### src/rtl/piso_serializer_pkg.sv
// Shared word width, transmitter state encoding and counter sizing helper.
package piso_serializer_pkg;

  localparam int unsigned DW = 8;

  typedef enum logic [1:0] {
    IDLE  = 2'd0,
    SHIFT = 2'd1,
    DONE  = 2'd2
  } tx_state_e;

  // Bit-counter width; a 1-bit word still needs a 1-bit counter.
  function automatic int unsigned cnt_width(input int unsigned dw);
    return (dw > 1) ? $clog2(dw) : 1;
  endfunction

endpackage

### src/rtl/piso_serializer_bit_counter.sv
// Counts transmitted bits of a word; flags the last bit position (DW-1).
module piso_serializer_bit_counter
  import piso_serializer_pkg::*;
#(
  parameter int unsigned DW = piso_serializer_pkg::DW
) (
  input  logic clk,
  input  logic rst,
  input  logic clr,
  input  logic en,
  output logic tc_c
);

  localparam int unsigned CW = cnt_width(DW);

  logic [CW-1:0] bit_cnt;

  // Counter register: clear has priority over enable.
  always_ff @(posedge clk) begin
    if (rst) begin
      bit_cnt <= '0;
    end else if (clr) begin
      bit_cnt <= '0;
    end else if (en) begin
      bit_cnt <= bit_cnt + CW'(1);
    end
  end

  assign tc_c = (bit_cnt == CW'(DW - 1));

endmodule

### src/rtl/piso_serializer.sv
// Parallel-in serial-out transmitter: captures a word on handshake and shifts it out.
module piso_serializer
  import piso_serializer_pkg::*;
#(
  parameter int unsigned DW        = piso_serializer_pkg::DW,
  parameter bit          LSB_FIRST = 1'b1
) (
  input  logic          clk,
  input  logic          rst,
  input  logic          in_valid,
  input  logic [DW-1:0] in_data,
  output logic          in_ready,
  output logic          ser_out,
  output logic          ser_valid,
  output logic          frame_done,
  output logic          busy
);

  tx_state_e     state_q, state_d;
  logic [DW-1:0] shreg_q, shreg_d;
  logic          cnt_clr;
  logic          cnt_en;
  logic          cnt_tc_c;

  piso_serializer_bit_counter #(
    .DW (DW)
  ) u_bit_counter (
    .clk  (clk),
    .rst  (rst),
    .clr  (cnt_clr),
    .en   (cnt_en),
    .tc_c (cnt_tc_c)
  );

  // State and shift register; reset drops any word offered in the same cycle.
  always_ff @(posedge clk) begin
    if (rst) begin
      state_q <= IDLE;
      shreg_q <= '0;
    end else begin
      state_q <= state_d;
      shreg_q <= shreg_d;
    end
  end

  // Next state, shift data and state-decoded outputs (no input-to-output paths).
  always_comb begin
    state_d    = state_q;
    shreg_d    = shreg_q;
    cnt_clr    = 1'b0;
    cnt_en     = 1'b0;
    in_ready   = 1'b0;
    ser_out    = 1'b0;
    ser_valid  = 1'b0;
    frame_done = 1'b0;
    busy       = 1'b0;
    case (state_q)
      IDLE: begin
        in_ready = 1'b1;
        if (in_valid) begin
          shreg_d = in_data;
          cnt_clr = 1'b1;
          state_d = SHIFT;
        end
      end
      SHIFT: begin
        ser_valid = 1'b1;
        busy      = 1'b1;
        ser_out   = LSB_FIRST ? shreg_q[0] : shreg_q[DW-1];
        shreg_d   = LSB_FIRST ? (shreg_q >> 1) : (shreg_q << 1);
        if (cnt_tc_c) begin
          cnt_clr = 1'b1;
          state_d = DONE;
        end else begin
          cnt_en = 1'b1;
        end
      end
      DONE: begin
        frame_done = 1'b1;
        busy       = 1'b1;
        state_d    = IDLE;
      end
      default: begin
        state_d = IDLE;
      end
    endcase
  end

endmodule

### config.mk
export PLATFORM = sky130hd
export DESIGN_NAME = piso_serializer
export DESIGN_NICKNAME = d
export VERILOG_FILES = /design/src/rtl/piso_serializer_pkg.sv /design/src/rtl/piso_serializer_bit_counter.sv /design/src/rtl/piso_serializer.sv
export SDC_FILE = /design/constraint.sdc
export NUM_CORES = 1
export LEC_CHECK = 0
export ABC_AREA = 1
export BUFFER_PORTS_ARGS = -buffer_cell sky130_fd_sc_hd__buf_4
export CORE_UTILIZATION = 45
export CTS_CLUSTER_SIZE = 24
export DETAILED_ROUTE_END_ITERATION = 6
export GPL_ROUTABILITY_DRIVEN = 1
export PLACE_DENSITY = 0.68
export SLEW_MARGIN = 10
export SYNTH_ARGS = -nofsm -noshare
export SYNTH_HDL_FRONTEND = slang
export SYNTH_HIERARCHICAL = 1
export SYNTH_SLANG_ARGS = --single-unit
### constraint.sdc
create_clock -name clk -period 2 [get_ports clk]
set_input_delay 0.2 -clock clk [delete_from_list [all_inputs] [get_ports clk]]
set_output_delay 0.2 -clock clk [all_outputs]
set_load 0.02 [all_outputs]
==> metrics, run 1 <==
status=complete, no violations; mapped cell area=867 µm²; RSZ-0062 raised after global routing=no; Setup Buffers After CTS=0; Final nets=169; H-tree levels=1; dominant cell by count in the synthesized netlist=nand2_1; vias after detailed routing=767; top cells by area, synth=dfxtp_1 30%, nand2_1 19%, ha_1 10%; TritonCTS clock tree=yes; Final Cycle Share=0.713; hold_ws=0.202 ns; I/O Buffers=15; Max rail drop VDD=755 µV; # diodes=0; root cell of the clock tree=clkbuf_4; post-synth top area share=0.300; hold path depth=4; first drt pass iteration count=4; async set-reset flop share out of synthesis=0; Final ANT Viol Nets=0; layout cell share with drive strength beyond 1=0.260; CP Cell Sequence=inv_1 > ha_1 > buf_4; wire per inst=9.26 µm; CORE AREA=0.00176 mm²; CP Max Fanout=5; post-synth top area cell=dfxtp_1; global-route wire length before repair=2640 µm; WP data arrival=1.23 ns; sequential-to-total area share from yosys stat=0.300; post-DP HPWL=1210 µm; pin count of the biggest net entering global routing=11; Clock transition at path regs=0.08 ns; final worst clock skew=0.00265 ns; Initial Utilization=0.491; Slew @ Worst Pin=0.226 ns; worst setup path category=flop to primary output; P per Cell Area=1550 mW/mm²; design area=0.00104 mm²; Resized Gates After CTS=0; drt first-iter violations=13; Worst-Skew Late Latency=0.27 ns; Vias/cell=4.38; Hold Path Class=input port to flop; Hold EP=u_bit_counter/bit_cnt[2]; vias in the first global route=651; initial antenna violation count=0; die area=0.00211 mm²; Rows=15; Reg-to-Reg End=u_bit_counter/bit_cnt[0]; synth warn=6; die width=45.9 µm; maximum buffer depth of the clock tree=2; # hold bufs at CTS=0; static leakage=0.569 nW; syn_nets=149; Die H=45.9 µm; Num CTS Buffers=3; maximum clock rate=701 MHz; Final min period=1.43 ns; final core utilization=0.588; I/O Pins=16; slowest CP cell=dfxtp_1; Max Cap Viol=0; number of fill cells=185; DP Area=0.00101 mm²; gp weighted congestion=0.771; setup_tns=0 ns; slowest stage delay, CP=0.39 ns; max_slew headroom=0.849; # setup viols final=0; R2R depth=7; final WL=1620 µm; Netlist cell types=17; Yosys reg bits=13; post-route setup slack=0.573 ns; FF-to-FF Start=state_q[0]; synth cell count leaders=43 x nand2_1, 19 x inv_1, 16 x nor2_1; GRT Overall Usage=0.175; gr ovfl total=0; critical path capture point type=primary output; post-placement setup slack=0.659 ns; area grow syn2layout=19.6%; Final Hold Fails=0; synthesized area per cell=6.62 µm²; Hold Startpoint=rst; ys flop type=dfxtp_1; element type at the critical path start=flop; Post-synth EDFFs=0; Reg2Reg Setup Slack=0.65 ns; Slew Limit Fails=0; Cells after Synth=131; final routed DRC violation total=0; Clock Sink Count=13; Worst EP required=1.80 ns
cell families (layout without fill, tap and decap cells):
| family | count (synthesis) | count (layout) | synth area share |
|---|---|---|---|
| adders and majority gates | 7 | 7 | 0.101 |
| and+or+nand+nor | 84 | 84 | 0.456 |
| AOI/OAI and AO/OA | 3 | 3 | 0.0173 |
| buffers and inverters | 24 | 43 | 0.126 |
| DFF | 13 | 13 | 0.300 |
cell type report:
| cell class | instances | area [µm²] | share of cell area |
|---|---|---|---|
| clock buffer | 4 | 26.3 | 0.0253 |
| inverter | 23 | 101 | 0.0977 |
| multi-input combinational | 94 | 498 | 0.480 |
| sequential | 13 | 260 | 0.251 |
| tap | 25 | 31.3 | 0.0302 |
| timing repair buffer | 16 | 120 | 0.116 |
where the power goes:
group / internal, W / switching [W]
sequential: 0.000378 / 0.0000656
clock: 0.0000772 / 0.0000831
combinational: 0.000401 / 0.000608
through the flow:
| stage | total power [W] | cells |
|---|---|---|
| final | 0.00161 | 175 |
| after global routing | 0.00178 | 175 |
| after CTS | 0.00164 | 175 |
| after detailed placement | 0.00147 | 171 |
| after global placement | 0.00145 | 171 |
| after floorplan | 0.00125 | 131 |
how the worst max path moves through the flow:
stage / start / end / cells after the start
after floorplan: state_q[1] / u_bit_counter/bit_cnt[0] / 8
after global placement: state_q[0] / u_bit_counter/bit_cnt[0] / 7
after detailed placement: state_q[0] / u_bit_counter/bit_cnt[0] / 7
after CTS: state_q[0] / in_ready / 3
after global routing: state_q[0] / u_bit_counter/bit_cnt[1] / 7
final: state_q[0] / in_ready / 3
flip-flops by register name, indices dropped and copies added (netlist names):
register               cells
u_bit_counter/bit_cnt      3
state_q                    2
shreg_q                    8
metal layers:
layer  wire (µm)  vias to the layer above  global-route usage
met5           0                        -                   0
met2         724                       13               0.268
met1         817                      323               0.226
met4          26                        0               0.112
met3          52                        4              0.0278
li1            -                      427                   -
worst max-delay path: cells and delay by family, from the launching register on:
| kind | cells | cell delay, ns |
|---|---|---|
| adder cells (fa/ha/maj) | 1 | 0.28 |
| buffers and inverters | 2 | 0.29 |
| flip-flops | 1 | 0.39 |
placed cells by master (no fill, tap or decap):
cell type / netlist / final
nand2_8: 1 / 1
dfxtp_1: 13 / 13
ha_1: 7 / 7
buf_4: 1 / 16
nor2_4: 1 / 1
bufinv_8: 1 / 1
nor2_2: 9 / 9
inv_1: 19 / 19
clkinv_2: 1 / 1
clkbuf_4: 0 / 3
nor2_1: 16 / 16
nand3_1: 9 / 9
nand2_4: 2 / 2
inv_2: 2 / 2
a21oi_1: 2 / 2
clkbuf_1: 0 / 1
nand2_1: 43 / 43
nand2_2: 3 / 3
o21ai_1: 1 / 1
Note: power is estimated with default switching activity, not from simulation.
==> inputs of run 2 (changes only) <==
- ABC_AREA: 1 -> 0
- PLACE_DENSITY: 0.68 -> 0.72
- clock period: 2 -> 1.2 ns (I/O delays scaled with it)
==> run 2 against run 1 <==
Net effect: via count down 14%; clock power grew 76%; the run now ends with negative setup slack left; largest power group unchanged; sequential power is 23% higher; critical endpoint is now ser_out; critical path type unchanged.
==> metrics, run 2 <==
status=finished with violations; synthesized area per cell=10.6 µm² (+61%); H-tree levels=1 (unchanged); vias after detailed routing=662 (-14%); Die H=42.4 µm (-7.6%); hold path depth=2 (-2); post-placement setup slack=-0.176 ns (-0.835 ns); Critical Path Sink=ser_out; Final ANT Viol Nets=0 (unchanged); syn_nets=87 (-42%); layout cell share with drive strength beyond 1=0.745 (+0.485); gp weighted congestion=0.684 (-11%); wire per inst=17.8 µm (+92%); top cells by area, synth=dfxtp_1 35%, mux2i_1 14%, a211oi_2 12%; maximum clock rate=723 MHz; Cell Int Power=0.00103 W (+20%); Vias/cell=5.61 (+28%); global-route wire length before repair=3150 µm (+19%); die area=0.00180 mm² (-15%); static leakage=0.502 nW (-12%); Cells after Synth=69 (-47%); post-route setup slack=-0.183 ns (-0.756 ns); R2R depth=7 (unchanged); critical path capture point type=primary output; FF-to-FF Start=state_q[1]; Flop pwr share=0.345 (+0.070); # setup viols final=17 (+17); GRT Overall Usage=0.236 (+0.0604); Initial Utilization=0.482 (-0.00955); Max Cap Viol=0 (unchanged); gr ovfl total=0 (unchanged); TritonCTS clock tree=yes; Slew Limit Fails=0 (unchanged); Clock transition at path regs=0.08 ns (about the same); final WL=2100 µm (+29%); Final min period=1.38 ns; RSZ-0062 raised after global routing=yes; post-DP HPWL=1060 µm (-13%); ys flop type=dfxtp_1; post-synth top area cell=dfxtp_1; final non-filler cell total=118 (-33%); async set-reset flop share out of synthesis=0 (unchanged); maximum buffer depth of the clock tree=2 (unchanged); element type at the critical path start=flop; Hold Path Class=input port to flop; P per Cell Area=1240 mW/mm² (-20%); switching share of power=0.346 (-0.123); Worst EP required=1.08 ns (-0.72 ns); drt first-iter violations=6 (-7); Reg2Reg Setup Slack=-0.16 ns (-0.81 ns); Clk network pwr share=0.178 (+0.079); CP Launch Point=state_q[1]; Netlist cell types=22 (+5); root cell of the clock tree=clkbuf_4; WP data arrival=1.26 ns (+0.03 ns); # diodes=0 (unchanged); die width=42.4 µm (-7.6%); post-synth top area share=0.354 (+0.0542); synth warn=6 (unchanged); vias in the first global route=671 (+3.1%); Largest regs=shreg_q x8, u_bit_counter/bit_cnt x3, state_q x2; Most flops, register=shreg_q; Yosys reg bits=13 (unchanged); Reg-to-Reg End=u_bit_counter/bit_cnt[2]; Num CTS Buffers=3 (unchanged); combinational share of power=0.477 (-0.149); most frequent cells in the layout=19 x buf_4, 10 x buf_6, 9 x dfxtp_1; dominant cell by count in the synthesized netlist=dfxtp_1; commonest non-fill, non-tap cell in the layout=buf_4; I/O Buffers=15 (unchanged); pin count of the biggest net entering global routing=14 (+3); Rows=14 (-1); CORE AREA=0.00152 mm² (-14%); final worst clock skew=0.000628 ns (-0.00202 ns); worst setup path category=flop to primary output; max_slew headroom=0.871 (+0.0221); Post-synth EDFFs=0 (unchanged); Final Hold Fails=0 (unchanged); Final nets=121 (-28%); net load switching power=0.000546 W (-28%); Final Cycle Share=1.15; first drt pass iteration count=4 (unchanged); area grow syn2layout=72.6%; failing checks=negative setup slack; synth cell count leaders=13 x dfxtp_1, 10 x mux2i_1, 7 x a211oi_2, 7 x ha_1, 7 x nor2_1; Largest register FFs=8 (unchanged); Max rail drop VDD=1040 µV (+37%); sequential-to-total area share from yosys stat=0.354 (+0.0542); I/O Pins=16 (unchanged); CP Max Fanout=3 (-2); Inst Count DP=104 (-39%); Worst-Skew Late Latency=0.28 ns (about the same); mapped cell area=734 µm² (-15%); Slew @ Worst Pin=0.189 ns (-0.0369 ns); initial antenna violation count=0 (unchanged); final routed DRC violation total=0 (unchanged); Clock Sink Count=13 (unchanged)
-- run 2: cell count changes in the layout (fill, tap and decap cells not counted), moves of 7 or more --
cell | previous run | this run
nor2_2 | 9 | 1
ha_4 | 0 | 7
buf_6 | 0 | 10
ha_1 | 7 | 0
a211oi_2 | 0 | 7
nand3_1 | 9 | 0
nor2_4 | 1 | 8
nand2_1 | 43 | 0
nor2_1 | 16 | 1
mux2i_1 | 0 | 8
inv_1 | 19 | 0
-- run 2: stage by stage --
stage / setup TNS, ns / instance area [µm²] / total power [W] / utilization / hold WS, ns
floorplan: -1.30 / 800 / 0.000899 / - / 0.190
global placement: -1.16 / 950 / 0.000981 / 0.623 / 0.428
detailed placement: -1.45 / 950 / 0.000991 / 0.623 / 0.431
CTS: -1.41 / 1210 / 0.00149 / 0.794 / 0.134
global route: -2.37 / 1270 / 0.00165 / 0.832 / 0.139
finish: -1.72 / 1270 / 0.00158 / 0.832 / 0.142
-- run 2: routing by layer --
layer	share of wire	track usage
met1	0.39	0.265
met2	0.55	0.422
met3	0.040	0.0345
met4	0.023	0.125
met5	0	0
-- run 2: worst min-delay path by stage --
stage | endpoint | from | slack [ns]
3_3_place_gp | shreg_q[5] | rst | 0.43
2_1_floorplan | u_bit_counter/bit_cnt[0] | rst | 0.19
4_1_cts | shreg_q[3] | rst | 0.13
3_5_place_dp | shreg_q[0] | rst | 0.43
6_report | shreg_q[4] | rst | 0.14
5_1_grt | shreg_q[4] | rst | 0.14
-- run 2: power groups by stage --
stage	combinational [W]	clock, W	sequential, W
6_report	0.000751	0.000281	0.000544
3_3_place_gp	0.000444	0	0.000538
2_1_floorplan	0.000367	0	0.000532
5_1_grt	0.000794	0.000300	0.000550
4_1_cts	0.000664	0.000282	0.000541
3_5_place_dp	0.000451	0	0.000540
-- run 2: repair_timing --
item                                    CTS  global route
pin swaps                                 7             7
gates resized for setup                  36             9
buffers inserted                          6             3
gates cloned                              1             0
hold buffers                              0             0
endpoints found under the setup margin   18            18
-- run 2: kinds of logic (layout without fill, tap and decap cells) --
| group | count (synthesis) | in the layout | synth area share |
|---|---|---|---|
| mux | 11 | 12 | 0.157 |
| flops | 13 | 13 | 0.354 |
| xor+xnor | 1 | 1 | 0.0119 |
| simple gates | 20 | 20 | 0.150 |
| compound gates | 12 | 12 | 0.155 |
| buf+inv | 5 | 37 | 0.0528 |
| fa+ha+maj | 7 | 7 | 0.119 |
-- run 2: cell type report --
cell class                 instances  area, µm²
multi-input combinational         52        651
timing repair buffer              31        290
sequential                        13        268
fill                              83        256
clock buffer                       4       26.3
tap                               16       20.0
inverter                           2       12.5
-- run 2: critical path, stage by stage (launching register included) --
cell,delay [ns]
dfxtp_2,0.37
inv_4,0.06
buf_6,0.12
ha_4,0.15
and2_4,0.15
buf_6,0.12
==> inputs of run 3 (changes only) <==
- PLACE_DENSITY: 0.72 -> 0.71
- SKIP_CTS_REPAIR_TIMING: not set -> 1
==> run 3 against run 2 <==
Net effect: the run still ends with negative setup slack left; worst setup slack better by 0.011 ns; clock-buffer cell count unchanged; global-route usage down 6.8 points; critical path type is now flop to flop.
==> metrics, run 3 (same netlist as run 2, synthesis figures left out) <==
Final min period=1.37 ns (-0.0109 ns); Num CTS Buffers=3 (unchanged); Max Cap Viol=0 (unchanged); vias after detailed routing=599 (-9.5%); TritonCTS clock tree=yes; combinational share of power=0.419 (-0.058); WP data arrival=1.53 ns (+0.27 ns); Rows=14 (unchanged); Clock Sink Count=13 (unchanged); Largest regs=shreg_q x8, u_bit_counter/bit_cnt x3, state_q x2; Final Cycle Share=1.14 (-0.00909); Hold Path Class=input port to flop; post-route setup slack=-0.172 ns (+0.0109 ns); number of fill cells=110 (+33%); grt met3 use=0.0474 (+0.0129); Worst-Skew Late Latency=0.27 ns (about the same); Vias/cell=5.40 (-3.8%); Most flops, register=shreg_q; grt peak-use layer=met2; initial antenna violation count=0 (unchanged); gr ovfl total=0 (unchanged); gp weighted congestion=0.740 (+8.2%); # setup viols final=17 (unchanged); first drt pass iteration count=4 (unchanged); switching share of power=0.334 (-0.0125); Reg2Reg Setup Slack=-0.17 ns (about the same); routing usage on met1=0.206 (-0.0589); # diodes=0 (unchanged); CORE AREA=0.00152 mm² (unchanged); H-tree levels=1 (unchanged); Final nets=114 (-5.8%); CP Max Fanout=5 (+2); Max rail drop VDD=708 µV (-32%); I/O Buffers=15 (unchanged); Worst EP required=1.36 ns (+0.28 ns); vias in the first global route=515 (-23%); maximum clock rate=729 MHz (+0.79%); final routed DRC violation total=0 (unchanged); Flop pwr share=0.387 (+0.042); P per Cell Area=1230 mW/mm² (-1.3%); Die H=42.4 µm (unchanged); Initial Utilization=0.482 (unchanged); Clk network pwr share=0.193 (+0.015); static leakage=0.443 nW (-12%); die width=42.4 µm (unchanged); RSZ-0062 raised after global routing=yes; element type at the critical path start=flop; final worst clock skew=0.00284 ns (+0.00222 ns); commonest non-fill, non-tap cell in the layout=buf_4; GRT Overall Usage=0.168 (-0.0678); Final ANT Viol Nets=0 (unchanged); drt first-iter violations=22 (+16); layout cell share with drive strength beyond 1=0.653 (-0.0925); status=finished with violations; Cell Int Power=0.000929 W (-9.8%); I/O Pins=16 (unchanged); Slew Limit Fails=0 (unchanged); Final Hold Fails=0 (unchanged); Slew @ Worst Pin=0.179 ns (-0.0108 ns); final WL=1700 µm (-19%); worst setup path category=flop to flop; post-DP HPWL=996 µm (-6.2%); wire per inst=15.3 µm (-14%); maximum buffer depth of the clock tree=2 (unchanged); area grow syn2layout=54.7%; design area=0.00114 mm² (-10%); critical path capture point type=flop; Tot Pwr=0.00139 W (-12%); Largest register FFs=8 (unchanged); DP Area=965 µm² (+1.6%); global-route wire length before repair=2240 µm (-29%); max_slew headroom=0.878 (+0.00629); root cell of the clock tree=clkbuf_4; net load switching power=0.000466 W (-15%); Clock transition at path regs=0.08 ns (about the same); met2 Usage GRT=0.271 (-0.151); failing checks=negative setup slack; most frequent cells in the layout=17 x buf_4, 10 x mux2i_1, 9 x dfxtp_1; die area=0.00180 mm² (unchanged); pin count of the biggest net entering global routing=16 (+2)
run 3: power by group through the flow:
stage	Sequential (W)	Combinational (W)	Clock [W]
final	0.000540	0.000585	0.000270
after global routing	0.000547	0.000620	0.000299
after CTS	0.000524	0.000470	0.000276
after detailed placement	0.000535	0.000467	0
after global placement	0.000532	0.000459	0
after floorplan	0.000532	0.000367	0
run 3: through the flow:
step | utilization | hold WS [ns] | setup TNS [ns] | setup WS (ns) | std cells
CTS | 0.650 | 0.134 | -2.21 | -0.212 | 110
global route | 0.745 | 0.134 | -2.34 | -0.206 | 111
floorplan | - | 0.190 | -1.30 | -0.140 | 69
detailed placement | 0.633 | 0.430 | -1.10 | -0.140 | 106
finish | 0.745 | 0.140 | -1.59 | -0.172 | 111
global placement | 0.633 | 0.425 | -0.953 | -0.106 | 106
run 3: layer usage:
layer / part of all wire / up-vias / wire length [µm]
li1: - / 297 / -
met3: 0.062 / 0 / 105
met2: 0.50 / 21 / 841
met4: 0 / 0 / 0
met5: 0 / - / 0
met1: 0.44 / 281 / 749
run 3: layout make-up:
cell class / count / area (µm²) / area share
Timing Repair Buffer: 24 / 215 / 0.189
Sequential cell: 13 / 268 / 0.236
Clock buffer: 4 / 26.3 / 0.0231
Multi-Input combinational cell: 52 / 594 / 0.523
Inverter: 2 / 12.5 / 0.0110
Tap cell: 16 / 20.0 / 0.0176
run 3: final timing paths:
kind	endpoint	start	cells past startpoint
max	u_bit_counter/bit_cnt[2]	u_bit_counter/bit_cnt[1]	5
min	shreg_q[4]	rst	2
max reg2reg	u_bit_counter/bit_cnt[2]	u_bit_counter/bit_cnt[1]	5
min reg2reg	shreg_q[7]	shreg_q[7]	2
run 3: critical path, cell delays in order, from the launching register on:
cell,delay (ns)
dfxtp_2,0.34
ha_4,0.16
ha_4,0.15
and2b_2,0.29
mux2i_1,0.25
nor3_1,0.07
